### src/rtl/zapper_pkg.sv
// Shared constants for the NES controller port block: button bit order,
// positions of the bits returned to the CPU, and the shift fill default.
package zapper_pkg;

  // Width of a pad shift register and of the CPU-visible data nibble+1
  localparam int PAD_W  = 8;
  localparam int DOUT_W = 5;

  // Button bit indices within a pad byte (1 = pressed)
  localparam int BTN_A      = 0;
  localparam int BTN_B      = 1;
  localparam int BTN_SELECT = 2;
  localparam int BTN_START  = 3;
  localparam int BTN_UP     = 4;
  localparam int BTN_DOWN   = 5;
  localparam int BTN_LEFT   = 6;
  localparam int BTN_RIGHT  = 7;

  // Bit positions inside the D4..D0 value returned on a port read
  localparam int DOUT_D0    = 0;
  localparam int DOUT_LIGHT = 3;
  localparam int DOUT_TRIG  = 4;

  // Value a standard pad shifts in once its eight buttons are exhausted
  localparam logic DEFAULT_SHIFT_FILL = 1'b1;

  // Idle level of the zapper light line (active-low, so 1 = no light)
  localparam logic LIGHT_IDLE = 1'b1;
  localparam logic TRIG_IDLE  = 1'b0;

  // Build the value a standard pad presents on a read
  function automatic logic [DOUT_W-1:0] pad_dout(input logic d0);
    logic [DOUT_W-1:0] r;
    r = '0;
    r[DOUT_D0] = d0;
    return r;
  endfunction

  // Build the value the zapper presents on a port 2 read
  function automatic logic [DOUT_W-1:0] zapper_dout(input logic trig, input logic light);
    logic [DOUT_W-1:0] r;
    r = '0;
    r[DOUT_TRIG]  = trig;
    r[DOUT_LIGHT] = light;
    return r;
  endfunction

endpackage

### src/rtl/joypad_shift.sv
// One controller port: an 8-bit parallel-load shift register that reloads
// from the live buttons while strobe is high and otherwise shifts once per
// completed CPU read (detected on the falling edge of the read strobe).
module joypad_shift
  import zapper_pkg::*;
#(
  parameter logic SHIFT_FILL = DEFAULT_SHIFT_FILL
) (
  input  logic             clk,
  input  logic             reset_n,
  input  logic             strobe,
  input  logic             rd,
  input  logic [PAD_W-1:0] pad_btn,
  output logic             d0
);

  logic [PAD_W-1:0] sr;
  logic             rd_q;
  logic             armed;
  logic             rd_fall;

  // A read only counts once it has been seen low after reset; this keeps a
  // read that straddled a reset from producing a shift when it ends.
  assign rd_fall = rd_q & ~rd & armed;

  // Track the previous read level and whether the port is armed for edges
  always_ff @(posedge clk or negedge reset_n) begin
    if (!reset_n) begin
      rd_q  <= 1'b0;
      armed <= 1'b0;
    end else begin
      rd_q <= rd;
      if (!rd) begin
        armed <= 1'b1;
      end
    end
  end

  // Reload continuously under strobe, otherwise shift right on each read end
  always_ff @(posedge clk or negedge reset_n) begin
    if (!reset_n) begin
      sr <= '0;
    end else if (strobe) begin
      sr <= pad_btn;
    end else if (rd_fall) begin
      sr <= {SHIFT_FILL, sr[PAD_W-1:1]};
    end
  end

  assign d0 = sr[0];

endmodule

### src/rtl/zapper_port.sv
// NES $4016/$4017 controller interface: strobe latch, two pad shift
// registers, and an optional zapper on port 2 whose asynchronous light and
// trigger lines pass through a SYNC_STAGES-deep synchronizer.
// SYNC_STAGES must lie in 2..3.
module zapper_port
  import zapper_pkg::*;
#(
  parameter logic SHIFT_FILL  = DEFAULT_SHIFT_FILL,
  parameter int   SYNC_STAGES = 2
) (
  input  logic              clk,
  input  logic              reset_n,
  input  logic              wr_4016,
  input  logic              wr_data,
  input  logic              rd_4016,
  input  logic              rd_4017,
  input  logic [PAD_W-1:0]  pad1_btn,
  input  logic [PAD_W-1:0]  pad2_btn,
  input  logic              zapper_en,
  input  logic              zapper_light,
  input  logic              zapper_trigger,
  output logic [DOUT_W-1:0] dout_4016,
  output logic [DOUT_W-1:0] dout_4017,
  output logic              strobe
);

  logic                   pad1_d0;
  logic                   pad2_d0;
  logic [SYNC_STAGES-1:0] light_sync;
  logic [SYNC_STAGES-1:0] trig_sync;
  logic                   light_s;
  logic                   trig_s;

  // Latch the strobe level from bit 0 of every CPU write to $4016
  always_ff @(posedge clk or negedge reset_n) begin
    if (!reset_n) begin
      strobe <= 1'b0;
    end else if (wr_4016) begin
      strobe <= wr_data;
    end
  end

  joypad_shift #(
    .SHIFT_FILL (SHIFT_FILL)
  ) u_port1 (
    .clk     (clk),
    .reset_n (reset_n),
    .strobe  (strobe),
    .rd      (rd_4016),
    .pad_btn (pad1_btn),
    .d0      (pad1_d0)
  );

  // Port 2 keeps shifting even while the zapper owns the data lines, so
  // switching back to the pad shows wherever the register got to.
  joypad_shift #(
    .SHIFT_FILL (SHIFT_FILL)
  ) u_port2 (
    .clk     (clk),
    .reset_n (reset_n),
    .strobe  (strobe),
    .rd      (rd_4017),
    .pad_btn (pad2_btn),
    .d0      (pad2_d0)
  );

  // Bring the asynchronous zapper lines into the clock domain; stages reset
  // to the idle levels so the CPU sees "no light, no trigger" after reset.
  always_ff @(posedge clk or negedge reset_n) begin
    if (!reset_n) begin
      light_sync <= {SYNC_STAGES{LIGHT_IDLE}};
      trig_sync  <= {SYNC_STAGES{TRIG_IDLE}};
    end else begin
      light_sync <= {light_sync[SYNC_STAGES-2:0], zapper_light};
      trig_sync  <= {trig_sync[SYNC_STAGES-2:0], zapper_trigger};
    end
  end

  assign light_s = light_sync[SYNC_STAGES-1];
  assign trig_s  = trig_sync[SYNC_STAGES-1];

  // Port 1 always presents pad 1's current bit
  assign dout_4016 = pad_dout(pad1_d0);

  // Port 2 source follows zapper_en directly, without touching any state
  always_comb begin
    dout_4017 = '0;
    if (zapper_en) begin
      dout_4017 = zapper_dout(trig_s, light_s);
    end else begin
      dout_4017 = pad_dout(pad2_d0);
    end
  end

endmodule

### config.mk
export PLATFORM = sky130hd
export DESIGN_NAME = zapper_port
export DESIGN_NICKNAME = d
export VERILOG_FILES = /design/src/rtl/zapper_pkg.sv /design/src/rtl/joypad_shift.sv /design/src/rtl/zapper_port.sv
export SDC_FILE = /design/constraint.sdc
export NUM_CORES = 1
export LEC_CHECK = 0
export BUFFER_PORTS_ARGS = -buffer_cell sky130_fd_sc_hd__buf_2
export CORE_MARGIN = 2
export CORE_UTILIZATION = 54
export DETAILED_ROUTE_END_ITERATION = 16
export HOLD_SLACK_MARGIN = 0.05
export PLACE_DENSITY = 0.88
export SYNTH_ARGS = -nofsm -noshare
export SYNTH_HDL_FRONTEND = slang
export SYNTH_SLANG_ARGS = --single-unit
### constraint.sdc
create_clock -name clk -period 2.3 [get_ports clk]
set_input_delay 0.23 -clock clk [delete_from_list [all_inputs] [get_ports clk]]
set_output_delay 0.23 -clock clk [all_outputs]
set_load 0.02 [all_outputs]
# Word level (Yosys, flattened, before mapping)
# Index checks and enable logic that the tools add are counted.
# word_totals
ff_bits	25
out_inout_bits	11
wordCells	22
# op_classes
muxes	5
bitwise	6
reduce_logical	2
# ops
op	count
$mux 8	4
$mux 5	1
$and 1x1->1	4
$reduce_bool 2->1	2
$not 1->1	2

# Longest topological paths before layout
# Gate-level depths: netlist of the first run.
# depth
ltp_word	5
depth_mapped	4

# By module
# From an unflattened synthesis of the first run, not the netlist that was laid out.
# unflattened
hier_cells	109
hier_area_um2	1213.7
# modules_own_cells
mod	n_inst	cells_per_inst	area_per_inst_um2
joypad_shift	2	46	498.0
zapper_port	1	17	217.7

# Least setup slack after synthesis of the first run
# No wires, ideal clock.
# synth_path
path_type	register -> register
from	reg, netlist name strobe
to	reg strobe
setup_time_ns	0.125
arrival_time_ns	0.933
required_time_ns	2.175
slack_ns	1.243
path_stages_with_launch	3
cell_sequence	dfrtp_1 > buf_4 > mux2_2
# synth_lines
element	line_no	rtl
end signal, assigned	zapper_port.sv:39	strobe <= wr_data;
end, declared	zapper_port.sv:24	output logic strobe

# Worst setup path after layout of the first run
# layout_path
from	reg strobe
to	out strobe
# No word-level cell between the ends.

==> results.py, run 1 <==
metrics = {
    "timing": {
        "period_share_pct": 64.6,
        "relSlewSlack_pct": 64.7,
        "finalSetupTns_ns": 0,
        "hold_violations": 0,
        "rsz0062_at_grt": "false",
        "setup_ws_ns": 0.814,
        "maxSlewViolCount": 0,
        "finClkSkew_ns": 0.00431,
        "worstMarginPinSlew_ns": 0.530,
        "max_freq_ghz": 0.673,
        "setup-violations-final": 0,
        "period_minus_slack_ns": 1.49,
    },
    "pwr": {
        "switchingPower_w": 0.000277,
        "p_per_area_nw_per_um2": 661,
        "clockPowerShare_pct": 20.9,
        "intPower_w": 0.000650,
        "p_leak_nw": 0.628,
        "irDropWorstVdd_mv": 0.455,
        "p_sw_share_pct": 29.9,
        "seqPwrFrac_pct": 56.6,
        "combPwrFrac_pct": 22.5,
    },
    "run_status": {
        "status": "complete, no violations",
    },
    "setup_path": {
        "cp_data_arrival_time_ns": 1.26,
        "critPathBufInv": 2,
        "required_ns": 2.07,
        "critical-path-top-delay-family": "buffers and inverters",
        "startpoint_type": "flip-flop",
        "ff2ff_setup_slack_ns": 1.13,
        "crit_path_top_delay_cell": "dfrtp_1",
        "end_kind": "output pin",
        "critPathMaxStageDelay_ns": 0.36,
        "path_cells": "buf_4, buf_2",
        "path_class": "flip-flop to output pin",
        "cp_max_fo": 34,
    },
    "detailed_routing": {
        "drc": 0,
        "drt-vias-per-instance": 4.98,
        "routed-via-count": 846,
        "drtAntennaViolNets": 0,
        "first_iter_violations": 17,
        "drt_first_pass_iters": 4,
        "wl_mm": 2.01,
        "wl_per_cell_um": 11.8,
    },
    "logic_synthesis": {
        "yosysSeqAreaShare_pct": 51.8,
        "synth.top_cell.area_share_pct": 47.4,
        "yosysMostFrequentCell": "a21oi_2",
        "synthFlopType": "dfrtp_1",
        "synthArstFlopShare_pct": 100,
        "synth_edf_count": 0,
        "ys_ff_latch": 25,
        "syn_inst": 110,
        "post_synth_most_frequent_cells": "a21oi_2 (28), dfrtp_1 (23), nand2_1 (16), nor2b_1 (15), buf_4 (8)",
        "netlist_area_um2": 1210,
        "yosysUniqueCellTypes": 17,
        "synth_top_area_cell": "dfrtp_1",
        "avgSynthCellArea_um2": 11.0,
        "netlist_top_cells_area": "dfrtp_1 (47%), a21oi_2 (20%), nor2b_1 (7.7%)",
        "yosys_warnings": 0,
    },
    "clocking": {
        "postCtsSetupBuffers": 0,
        "cts_buffers": 3,
        "htreeDepth": 1,
        "clock_sink_count": 25,
        "holdBufCountCts": 5,
        "clockRootBuffer": "clkbuf_4",
        "clockBufferDepth": 2,
        "clkTransAtPathRegs_ns": 0.13,
        "cts_resized": 0,
        "clkLatencyLatePin_ns": 0.32,
        "cts_tree": "yes",
    },
    "cells_and_area": {
        "num-fill-cells": 176,
        "diodes": 0,
        "area_delta_synth_final_pct": 15.6,
        "final_nets": 168,
        "regArea_um2": 628,
        "drive_above_1_share_pct": 45.1,
        "final_area_um2": 1400,
        "multi_input_area_um2": 510,
    },
    "placed_design": {
        "post-place-ws_ns": 1.10,
        "routabilityCongestion": 0.769,
        "io_buffers": 29,
        "placed_area_um2": 1330,
        "dpl.hpwl_mm": 1.42,
    },
    "floorplanning": {
        "design.core.area_um2": 2170,
        "initial_core_util_pct": 55.9,
        "die_x_um": 51.4,
        "die_h_um": 51.4,
        "row_count": 17,
        "dieArea_um2": 2640,
        "ios": 36,
    },
    "global_route": {
        "grt_max_degree": 35,
        "grt_antenna_before_repair": 0,
        "first_global_vias": 800,
        "grt_pass1_wl_mm": 3.42,
        "grt_util_all_layers_pct": 18.0,
        "overflow": 0,
    },
    "hold_path": {
        "min_path_type": "primary input to flip-flop",
    },
    "run": {
        "max-cap-violations": 0,
    },
}
[cell families (layout without fill, tap and decap cells)]
kind of cell | Yosys count | after routing | share of synthesized area (%)
flops | 25 | 25 | 51.8
other cells | 1 | 6 | 0.309
compound gates | 30 | 30 | 21.0
simple gates | 41 | 41 | 18.2
buf+inv | 12 | 39 | 7.73
mux | 1 | 1 | 0.928
[routing by layer]
layer	GRT usage, %	part of all wire [%]	wire length [um]
met3	2.92	5.7	114
met1	21.7	42	837
met5	0	0	0
met4	10.5	2.6	53
met2	30.1	50	1010
[tightest hold or removal path, stage by stage]
cell and delay [ns]:
buf_2 0.08, nand2_1 0.04, o21ai_1 0.06
[layout make-up]
cell class                      count  area share [%]
Multi-Input combinational cell     78            36.4
Clock buffer                        4            1.87
Tap cell                           28            2.50
Timing Repair Buffer               35            14.5
Sequential cell                    25            44.8
[placed cells by master (no fill, tap or decap)]
cell type,count
dfstp_2,2
clkbuf_4,3
a21oi_2,28
mux2_2,1
nor2_1,2
dlygate4sd3_1,5
clkbuf_1,1
and2_1,2
and3b_1,2
conb_1,6
buf_2,29
dfrtp_1,23
buf_4,1
or2b_1,2
nor2b_1,15
nand2_1,16
o21ai_1,2
nand3b_1,2
[sequential cells by signal, summed over array words and instances, names as in the netlist]
| register | count |
|---|---|
| u_port1.sr | 8 |
| u_port2.sr | 8 |
| light_sync | 2 |
| trig_sync | 2 |
| strobe | 1 |
| u_port1.armed | 1 |
| u_port1.rd_q | 1 |
| u_port2.armed | 1 |
| u_port2.rd_q | 1 |
[power by group through the flow]
stage	clock (W)	sequential (W)	combinational, W
after floorplan	0	0.000529	0.000164
after global placement	0	0.000530	0.000195
after detailed placement	0	0.000534	0.000204
after CTS	0.000197	0.000525	0.000211
after global routing	0.000215	0.000531	0.000233
final	0.000193	0.000525	0.000209
[final timing paths]
path / depth (start not counted) / from / endpoint
max reg2reg: 3 / u_port2.armed / u_port2.sr[4]
max in group asynchronous: 2 / reset_n / light_sync[1]
min reg2reg: 0 / light_sync[0] / light_sync[1]
max: 2 / strobe / strobe
min: 3 / pad1_btn[7] / u_port1.sr[7]
min in group asynchronous: 2 / reset_n / u_port2.sr[4]
[metrics by stage]
step	util, %	std cells	hold slack [ns]	power, W
floorplan	-	115	-0.0656	0.000693
global placement	61.1	161	0.233	0.000725
detailed placement	61.1	161	0.239	0.000738
CTS	64.6	170	0.121	0.000932
global route	64.6	170	0.111	0.000980
finish	64.6	170	0.119	0.000927
(Power assumes the default switching activity.)
==> run 2, diff against run 1 <==
- CORE_UTILIZATION: 54 -> 45
- PLACE_DENSITY: 0.88 -> 0.79
- clock period: 2.3 -> 1.3 ns (I/O delays scaled with it)
==> results.py, run 2 (synthesis results as in run 1) <==
metrics = {
    "hold_path": {
        "worstHoldPathCells": 3,
        "hold_start": "pad2_btn[2]",
        "min_path_type": "primary input to flip-flop",
    },
    "floorplanning": {
        "die_h_um": 55.9,
        "initial_core_util_pct": 48.1,
        "row_count": 18,
        "design.core.area_um2": 2520,
        "dieArea_um2": 3130,
        "die_x_um": 55.9,
        "ios": 36,
    },
    "cells_and_area": {
        "diodes": 0,
        "final_area_um2": 1570,
        "drive_above_1_share_pct": 43.0,
        "regArea_um2": 628,
        "top_regs": "u_port1.sr: 8 flops, u_port2.sr: 8 flops",
        "final_nets": 184,
        "area_delta_synth_final_pct": 29.4,
        "layout_common_cells": "buf_2 (29), a21oi_2 (28), dfrtp_1 (23)",
        "num-fill-cells": 214,
        "final_common_cell": "buf_2",
        "multi_input_area_um2": 513,
    },
    "setup_path": {
        "path_cells": "and2_1, buf_2",
        "path_class": "flip-flop to output pin",
        "cp_data_arrival_time_ns": 1.11,
        "critPathBufInv": 1,
        "critPathMaxStageDelay_ns": 0.54,
        "startpoint_type": "flip-flop",
        "crit_start": "light_sync[1]",
        "ff2ff_path_depth": 3,
        "required_ns": 1.17,
        "end_kind": "output pin",
        "critical-path-top-delay-family": "flip-flops",
        "reg2reg_from": "u_port1.armed",
        "path_depth": 2,
        "crit_path_top_delay_cell": "dfstp_2",
        "cp_max_fo": 1,
    },
    "placed_design": {
        "dpl.hpwl_mm": 1.51,
        "routabilityCongestion": 0.772,
        "placed_area_um2": 1340,
        "post-place-ws_ns": 0.162,
        "io_buffers": 29,
    },
    "timing": {
        "hold_violations": 0,
        "period_minus_slack_ns": 1.24,
        "finalSetupTns_ns": 0,
        "worstMarginPinSlew_ns": 0.534,
        "period_share_pct": 95.7,
        "maxSlewViolCount": 0,
        "setup_ws_ns": 0.0565,
        "relSlewSlack_pct": 64.4,
        "finClkSkew_ns": 0.00762,
        "max_freq_ghz": 0.804,
        "setup-violations-final": 0,
        "rsz0062_at_grt": "false",
    },
    "detailed_routing": {
        "drtAntennaViolNets": 0,
        "first_iter_violations": 3,
        "drt-vias-per-instance": 4.73,
        "drt_first_pass_iters": 3,
        "routed-via-count": 889,
        "drc": 0,
        "wl_mm": 2.32,
        "wl_per_cell_um": 12.3,
    },
    "clocking": {
        "clkTransAtPathRegs_ns": 0.14,
        "clkLatencyLatePin_ns": 0.32,
        "postCtsSetupBuffers": 0,
        "clock_sink_count": 25,
        "cts_buffers": 3,
        "clockRootBuffer": "clkbuf_4",
        "clockBufferDepth": 2,
        "htreeDepth": 1,
        "cts_tree": "yes",
    },
    "global_route": {
        "grt_pass1_wl_mm": 4.04,
        "grt_util_all_layers_pct": 16.6,
        "grt_antenna_before_repair": 0,
        "top_usage_layer": "met2",
        "gr-usage-met2_pct": 29.4,
        "grtUsageMet1_pct": 18.9,
        "first_global_vias": 962,
        "overflow": 0,
        "grt_use_met3_pct": 3.02,
        "grt_max_degree": 26,
    },
    "run": {
        "max-cap-violations": 0,
    },
    "pwr": {
        "clockPowerShare_pct": 20.6,
        "intPower_w": 0.00118,
        "combPwrFrac_pct": 24.3,
        "switchingPower_w": 0.000513,
        "irDropWorstVdd_mv": 0.661,
        "p_sw_share_pct": 30.3,
        "seqPwrFrac_pct": 55.1,
        "p_per_area_nw_per_um2": 1080,
        "p_leak_nw": 0.698,
    },
    "run_status": {
        "status": "complete, no violations",
    },
}
[run 2: cell count changes in the layout (fill, tap and decap cells not counted), sizes merged]
| cell | change |
|---|---|
| buf | +1 |
| clkinv | +1 |
| clkbuf | -1 |
| dlygate4sd3 | +15 |
[run 2: worst paths after layout]
| check | end | slack [ns] |
|---|---|---|
| worst max register to register | u_port1.sr[1] | 0.23 |
| worst min register to register | trig_sync[1] | 0.36 |
| worst min-delay path | u_port2.sr[2] | 0.05 |
| min in group asynchronous | u_port1.sr[7] | 0.30 |
| worst max-delay path | dout_4017[3] | 0.06 |
| max in group asynchronous | light_sync[0] | 0.62 |
[run 2: power by group through the flow]
stage	Combinational [W]	Clock [W]	Sequential [W]
after global routing	0.000456	0.000379	0.000944
final	0.000412	0.000349	0.000933
after global placement	0.000352	0	0.000941
after detailed placement	0.000365	0	0.000945
after floorplan	0.000289	0	0.000937
after CTS	0.000411	0.000363	0.000932
[run 2: area by class of cell]
| type | count | share of cell area [%] |
|---|---|---|
| Clock inverter | 1 | 0.319 |
| Tap cell | 30 | 2.39 |
| Clock buffer | 3 | 1.43 |
| Timing Repair Buffer | 51 | 23.2 |
| Multi-Input combinational cell | 78 | 32.7 |
| Sequential cell | 25 | 40.0 |
[run 2: repair_timing]
item | in CTS | in global routing
hold buffers | 20 | 0
endpoints found under the setup margin | 0 | 17
resized for setup | 0 | 3
hold endpoints to repair | 41 | 0
[run 2: worst reg2reg max path: stages (launching register included)]
cell	delay [ns]
dfrtp_1	0.42
and3b_2	0.31
a21oi_2	0.18
a21oi_2	0.07
[run 2: stage by stage]
stage / total power (W) / hold slack [ns] / util (%) / cells
global placement: 0.00129 / 0.138 / 53.0 / 164
floorplan: 0.00123 / -0.166 / - / 115
CTS: 0.00171 / 0.0530 / 62.0 / 188
finish: 0.00170 / 0.0524 / 62.3 / 188
global route: 0.00178 / 0.0578 / 62.3 / 188
detailed placement: 0.00131 / 0.147 / 53.0 / 164
[run 2: per-layer routing]
metal	routed length, um	up-vias
li1	-	442
met1	977	421
met2	1220	21
met3	70	5
met4	54	0
met5	0	-
